$ cat src/rtl/fp_pkg.sv
// Shared floating-point class definitions: one-hot class bit positions and the
// class vector type used by classifiers and the stream wrapper.
package fp_pkg;

   localparam int unsigned NUM_CLASSES = 10;

   localparam int unsigned CLS_NEG_INF  = 0;
   localparam int unsigned CLS_NEG_NORM = 1;
   localparam int unsigned CLS_NEG_DEN  = 2;
   localparam int unsigned CLS_NEG_ZERO = 3;
   localparam int unsigned CLS_POS_ZERO = 4;
   localparam int unsigned CLS_POS_DEN  = 5;
   localparam int unsigned CLS_POS_NORM = 6;
   localparam int unsigned CLS_POS_INF  = 7;
   localparam int unsigned CLS_SNAN     = 8;
   localparam int unsigned CLS_QNAN     = 9;

   typedef logic [NUM_CLASSES-1:0] fp_class_t;

endpackage

$ cat src/rtl/fp_classify_core.sv
// Combinational IEEE-style operand classifier producing a one-hot class vector.
// Parameterised on field widths so other FP units can reuse it.
module fp_classify_core
   import fp_pkg::*;
#(
   parameter int unsigned EXP_W  = 5,
   parameter int unsigned MANT_W = 10
) (
   input  logic [EXP_W+MANT_W:0] operand_i,
   output fp_class_t             class_o
);

   logic              sign;
   logic [EXP_W-1:0]  exp_f;
   logic [MANT_W-1:0] mant_f;
   logic              exp_ones;
   logic              exp_zero;
   logic              mant_zero;

   assign sign      = operand_i[EXP_W+MANT_W];
   assign exp_f     = operand_i[EXP_W+MANT_W-1:MANT_W];
   assign mant_f    = operand_i[MANT_W-1:0];
   assign exp_ones  = &exp_f;
   assign exp_zero  = ~|exp_f;
   assign mant_zero = ~|mant_f;

   always_comb begin
      class_o = '0;
      if (exp_ones && !mant_zero) begin
         // Quiet bit is the mantissa MSB; sign is irrelevant for NaNs.
         if (mant_f[MANT_W-1]) class_o[CLS_QNAN] = 1'b1;
         else                  class_o[CLS_SNAN] = 1'b1;
      end else if (exp_ones) begin
         if (sign) class_o[CLS_NEG_INF] = 1'b1;
         else      class_o[CLS_POS_INF] = 1'b1;
      end else if (exp_zero && mant_zero) begin
         if (sign) class_o[CLS_NEG_ZERO] = 1'b1;
         else      class_o[CLS_POS_ZERO] = 1'b1;
      end else if (exp_zero) begin
         if (sign) class_o[CLS_NEG_DEN] = 1'b1;
         else      class_o[CLS_POS_DEN] = 1'b1;
      end else begin
         if (sign) class_o[CLS_NEG_NORM] = 1'b1;
         else      class_o[CLS_POS_NORM] = 1'b1;
      end
   end

endmodule

$ cat src/rtl/fp_classify_stream.sv
// Streaming FP classifier: one-stage valid/ready register carrying the operand
// and its one-hot class, plus saturating per-class counters and sticky flags.
module fp_classify_stream
   import fp_pkg::*;
#(
   parameter int unsigned EXP_W  = 5,
   parameter int unsigned MANT_W = 10,
   parameter int unsigned CNT_W  = 16
) (
   input  logic                   clk,
   input  logic                   rst,
   input  logic                   in_valid,
   output logic                   in_ready,
   input  logic [EXP_W+MANT_W:0]  in_data,
   output logic                   out_valid,
   input  logic                   out_ready,
   output logic [EXP_W+MANT_W:0]  out_data,
   output fp_class_t              out_class,
   input  logic [3:0]             cnt_sel,
   output logic [CNT_W-1:0]       cnt_value,
   input  logic                   cnt_clear,
   output logic                   sticky_nan,
   output logic                   sticky_inf
);

   localparam int unsigned W = 1 + EXP_W + MANT_W;
   localparam logic [3:0] NumClsIdx = 4'(NUM_CLASSES);
   localparam logic [CNT_W-1:0] CntMax = {CNT_W{1'b1}};

   fp_class_t      in_class;
   logic           accept;

   logic           valid_q, valid_d;
   logic [W-1:0]   data_q, data_d;
   fp_class_t      class_q, class_d;
   logic [CNT_W-1:0] cnt_q [NUM_CLASSES];
   logic [CNT_W-1:0] cnt_d [NUM_CLASSES];
   logic [CNT_W-1:0] cnt_value_q, cnt_value_d;
   logic           sticky_nan_q, sticky_nan_d;
   logic           sticky_inf_q, sticky_inf_d;

   fp_classify_core #(
      .EXP_W  (EXP_W),
      .MANT_W (MANT_W)
   ) u_core (
      .operand_i (in_data),
      .class_o   (in_class)
   );

   // Reset blocks acceptance so nothing slips in while the pipe is being flushed.
   assign in_ready = !rst && (!valid_q || out_ready);
   assign accept   = in_valid && in_ready;

   always_comb begin
      valid_d = valid_q;
      data_d  = data_q;
      class_d = class_q;
      if (accept) begin
         valid_d = 1'b1;
         data_d  = in_data;
         class_d = in_class;
      end else if (out_ready) begin
         valid_d = 1'b0;
      end
   end

   always_comb begin
      for (int unsigned i = 0; i < NUM_CLASSES; i++) begin
         cnt_d[i] = cnt_q[i];
         if (cnt_clear) begin
            cnt_d[i] = '0;
         end else if (accept && in_class[i] && (cnt_q[i] != CntMax)) begin
            cnt_d[i] = cnt_q[i] + CNT_W'(1);
         end
      end
      cnt_value_d = (cnt_sel < NumClsIdx) ? cnt_q[cnt_sel] : '0;
      sticky_nan_d = cnt_clear ? 1'b0
                   : (sticky_nan_q || (accept && (in_class[CLS_SNAN] || in_class[CLS_QNAN])));
      sticky_inf_d = cnt_clear ? 1'b0
                   : (sticky_inf_q || (accept && (in_class[CLS_NEG_INF] || in_class[CLS_POS_INF])));
   end

   always_ff @(posedge clk) begin
      if (rst) begin
         valid_q      <= 1'b0;
         data_q       <= '0;
         class_q      <= '0;
         cnt_value_q  <= '0;
         sticky_nan_q <= 1'b0;
         sticky_inf_q <= 1'b0;
         for (int unsigned i = 0; i < NUM_CLASSES; i++) cnt_q[i] <= '0;
      end else begin
         valid_q      <= valid_d;
         data_q       <= data_d;
         class_q      <= class_d;
         cnt_value_q  <= cnt_value_d;
         sticky_nan_q <= sticky_nan_d;
         sticky_inf_q <= sticky_inf_d;
         for (int unsigned i = 0; i < NUM_CLASSES; i++) cnt_q[i] <= cnt_d[i];
      end
   end

   assign out_valid  = valid_q;
   assign out_data   = data_q;
   assign out_class  = class_q;
   assign cnt_value  = cnt_value_q;
   assign sticky_nan = sticky_nan_q;
   assign sticky_inf = sticky_inf_q;

endmodule

$ cat config.mk
export PLATFORM = sky130hd
export DESIGN_NAME = fp_classify_stream
export DESIGN_NICKNAME = d
export VERILOG_FILES = /design/src/rtl/fp_pkg.sv /design/src/rtl/fp_classify_core.sv /design/src/rtl/fp_classify_stream.sv
export SDC_FILE = /design/constraint.sdc
export NUM_CORES = 1
export LEC_CHECK = 0
export CORE_MARGIN = 1
export CORE_UTILIZATION = 45
export DETAILED_ROUTE_END_ITERATION = 8
export GPL_TIMING_DRIVEN = 0
export PLACE_DENSITY = 0.6
export SLEW_MARGIN = 20
export SYNTH_ARGS = -nofsm -noshare
export SYNTH_HDL_FRONTEND = slang
export SYNTH_SLANG_ARGS = --single-unit
$ cat constraint.sdc
create_clock -name clk -period 2.6 [get_ports clk]
set_input_delay 0.39 -clock clk [delete_from_list [all_inputs] [get_ports clk]]
set_output_delay 0.39 -clock clk [all_outputs]
set_load 0.02 [all_outputs]
== Word-level counts from Yosys, hierarchy flattened ==
Memories as Yosys holds them, arrays and structs flattened. A register that Yosys moved wholly into a read port is not among the register bits.
Index checks and enable logic that the tools add are counted.
Word-level totals
  output and inout port bits: 46
  bits in registers: 29
  memories: 1
  input bits: 25
  bits in writable memories: 160
Memory list
  cnt_q: words 10, bits a word 16, rd ports 11, clocked after memory_dff 1, wr ports 10, line fp_classify_stream.sv:36  | logic [CNT_W-1:0] cnt_q [NUM_CLASSES];
Operators by class
  bitwise logic cells: 11
  multiplexer cells: 51
  eq/ne operators: 10
  reductions and logical operators: 41
  add/sub/neg operators: 10
  order comparisons: 1
Operator list (number)
  $mux W16: 30
  $add A16 B1 Y16 const B: 10
  $ne A16 B16 Y1 const B: 10
  $logic_and A1 B1 Y1: 26
  $mux W1: 15
  $or A1 B1 Y1: 10
  $reduce_or A10 Y1: 1
  $mux W2: 4
  $mux W8: 1
  $mux W6: 1
  $logic_or A1 B1 Y1: 5
  $reduce_and A5 Y1: 1
  $reduce_or A5 Y1: 1
  $logic_not A1 Y1: 4
  $lt A4 B4 Y1 const B: 1
  $reduce_or A2 Y1: 2
  $reduce_bool A2 Y1: 1
  $not A1 Y1: 1

== Logic depth before layout (Yosys ltp) ==
  depth in word-level cells: 11
  depth in mapped cells: 9
  depth with buffers taken out: 6

== Cells and area by module ==
Synthesis repeated with hierarchy kept, for this count alone.
Unflattened totals
  cell total of the unflattened synthesis: 1244
  area total of the unflattened synthesis: 10801.6 µm²
Modules (own cells, without submodules)
  fp_classify_stream: area an instance 10672.7 µm², seq. area each 4103.9 µm², times used 1, cells an instance 1223
  fp_classify_core: area an instance 128.9 µm², seq. area each 0.0 µm², times used 1, cells an instance 21

== Least setup slack after synthesis ==
Ideal clock, no wire load.
  path type: input-to-reg
  start: input port rst
  end: memory cnt_q[0][14]
  arrival time: 2136 ps
  required time: 2484 ps
  path buffers: 2
  stages on the path: 7
  setup slack: 348 ps
  cell sequence: clkbuf_1 -> nor2b_2 -> nand3_1 -> or4_1 -> clkbuf_1 -> or4_1 -> o211a_1
RTL lines
  start, declared: line fp_classify_stream.sv:11  | input logic rst,
  end, declared: line fp_classify_stream.sv:36

==> results_dict.tcl <==
set metrics [dict create \
    slew_violations 0 \
    fillers 2289 \
    finClkSkew_ns 0.0171 \
    fin_crit_ns 2.56 \
    maxSlewHeadroom_pct 34.3 \
    fmax_mhz 391 \
    clockBufferDepth 3 \
    critical_path_peak_fanout 10 \
    synth_cell_types 62 \
    cts_buffers 24 \
    finalNetCount 1402 \
    die_h_um 158 \
    routed_via_density 6.36 \
    rr_startpoint "out_valid" \
    dpl_cell_area_sq_um 12000 \
    die_x_um 158 \
    final_cell_mix "dfxtp_1, a21oi_1, nand2_1" \
    overflow 0 \
    swShare_pct 24.3 \
    die_area_sq_um 25000 \
    p_seq_share_pct 46.3 \
    syn2layout_area_growth_pct 17.6 \
    initial_utilization_pct 46.3 \
    post-route-cell-area_sq_um 12900 \
    diodes 0 \
    route.detailed.drc 0 \
    synth-edff-count 0 \
    totalWireLength_mm 37.0 \
    antenna_found_initial 0 \
    port_buffers 66 \
    hp-class "primary input to flip-flop" \
    path_clk_slew_ns 0.06 \
    layout-drive-gt1-share_pct 9.04 \
    worstMarginPinSlew_ns 0.986 \
    hold_viol 0 \
    crit_start "cnt_clear" \
    fp.coreArea_sq_um 23700 \
    worstHoldStart "rst" \
    initialDrtViolationCount 1104 \
    end_kind "flip-flop" \
    drt_first_pass_iters 5 \
    clock_sinks 205 \
    critPathLaunchType "primary input" \
    p_clk_share_pct 47.2 \
    p_switching_mw 1.67 \
    fin_crit_sh_pct 98.4 \
    cap_violations 0 \
    synth_seq_cells 205 \
    synth_ff_type "dfxtp_1" \
    async_reset_ff_share_pct 0 \
    setup_viol 0 \
    syn_area_sq_um 11000 \
    netlist_instances 1271 \
    track_usage_pct 29.3 \
    grt_pass1_wl_mm 55.5 \
    grt_max_degree 13 \
    cts_tree "built" \
    rsz0062_at_grt "no" \
    ant_nets 0 \
    required_ns 2.98 \
    outcome "finished clean" \
    rows 56 \
    p_int_mw 5.21 \
    clk_latency_ns 0.53 \
    htree_levels 1 \
    grt_pass1_vias 9477 \
    whs_ns 0.385 \
    worstSetupPathType "primary input to flip-flop" \
    ios 71 \
    powerDensity_nw_per_um2 533 \
    synth.avg_cell_area_sq_um 8.63 \
    syn_nets 1306 \
    ys_warn_count 0 \
    wire_per_inst_um 21.8 \
    gp_congestion 0.941 \
    layout_commonest_cell "dfxtp_1" \
    num_vias 10826 \
    p_leak_nw 4.00 \
    arrival_ns 2.94 \
    ctsRootBufferMaster "clkbuf_16" \
    pwr-share-comb_pct 6.5 \
    irDropWorstVdd_mv 0.390 \
    hpwlAfterDp_mm 27.6 \
    synth-seq-area-share_pct 37.4 \
]
==> cells in the mapped netlist (all sizes together) (22+ instances only) <==
| library cell | n | area (sq um) |
|---|---|---|
| a211oi | 34 | 255 |
| a21oi | 124 | 621 |
| clkbuf | 62 | 233 |
| dfxtp | 205 | 4100 |
| inv | 22 | 82.6 |
| mux2i | 38 | 380 |
| mux4 | 32 | 721 |
| nand2 | 119 | 447 |
| nand3 | 90 | 460 |
| nand4 | 45 | 294 |
| nor2 | 53 | 199 |
| o21ai | 55 | 275 |
| o31ai | 51 | 383 |
| or3 | 69 | 432 |
| or4 | 62 | 465 |
==> final cells by class <==
type,instances,area (sq um),area share (%)
Buffer,79,338,2.62
Tap cell,319,399,3.09
Clock inverter,7,37.5,0.291
Sequential cell,205,4100,31.8
Multi-Input combinational cell,965,6550,50.7
Timing Repair Buffer,70,689,5.34
Inverter,22,82.6,0.640
Clock buffer,34,709,5.50
==> metrics by stage <==
stage / util (%) / power (mW) / cells / TNS (ns) / worst slack (ns)
after global routing: 54.5 / 7.09 / 1701 / 0 / 0.00178
after CTS: 54.3 / 6.92 / 1701 / 0 / 0.0188
after detailed placement: 50.8 / 3.69 / 1656 / -70.72 / -0.883
after floorplan: - / 3.48 / 1271 / 0 / 0.348
after global placement: 50.8 / 3.69 / 1656 / -69.84 / -0.854
final: 54.5 / 6.88 / 1701 / 0 / 0.0415
==> layer usage <==
metal  share of wire [%]  vias to the layer above  GRT usage (%)  routed length, um
met2                  44                      458           45.8              16300
met4                 3.6                        0           10.5               1310
li1                    -                     5104              -                  -
met1                  44                     5191           40.6              16400
met5                   0                        -           1.45                  0
met3                 8.2                       73           4.74               3050
==> power by group through the flow <==
stage	registers [mW]	clock network, mW	logic (mW)
2_1_floorplan	3.29	0	0.197
3_3_place_gp	3.25	0	0.435
3_5_place_dp	3.25	0	0.437
4_1_cts	3.18	3.29	0.442
5_1_grt	3.19	3.43	0.474
6_report	3.18	3.25	0.446
==> registers in the layout, summed over array words and instances (netlist names) <==
signal,flops
cnt_value,16
cnt_q,160
out_valid,1
out_data,16
sticky_nan,1
out_class,10
sticky_inf,1
==> what timing repair did <==
action	in CTS	in global routing
pin swaps	2	1
setup endpoints to repair	70	62
hold buffers	0	0
buffers inserted	4	0
gates resized for setup	12	19
==> cells by family (layout without fill, tap and decap cells) <==
kind of cell	Yosys count	after routing	synth area share, %
AO/OA/AOI/OAI	315	315	18.1
XOR/XNOR	8	8	0.639
adder cells (fa/ha/maj)	10	10	1.14
buffers and inverters	101	212	3.67
flip-flops	205	205	37.4
multiplexers	70	70	10.0
AND/OR/NAND/NOR	562	562	29.0
==> critical path, stage by stage <==
cell and delay, ns:
clkdlybuf4s50_1 0.53, or2_2 0.13, clkbuf_1 0.30, clkbuf_1 0.66, clkbuf_1 0.80, nor2_1 0.11
==> worst paths after layout <==
kind	cells after the start	end	slack [ns]
worst max-delay path	6	cnt_q[7][0]	0.04
worst min-delay path	3	cnt_q[1][11]	0.38
worst max register to register	7	cnt_q[6][5]	0.13
worst min register to register	2	out_data[13]	0.45
(Power assumes the default switching activity.)
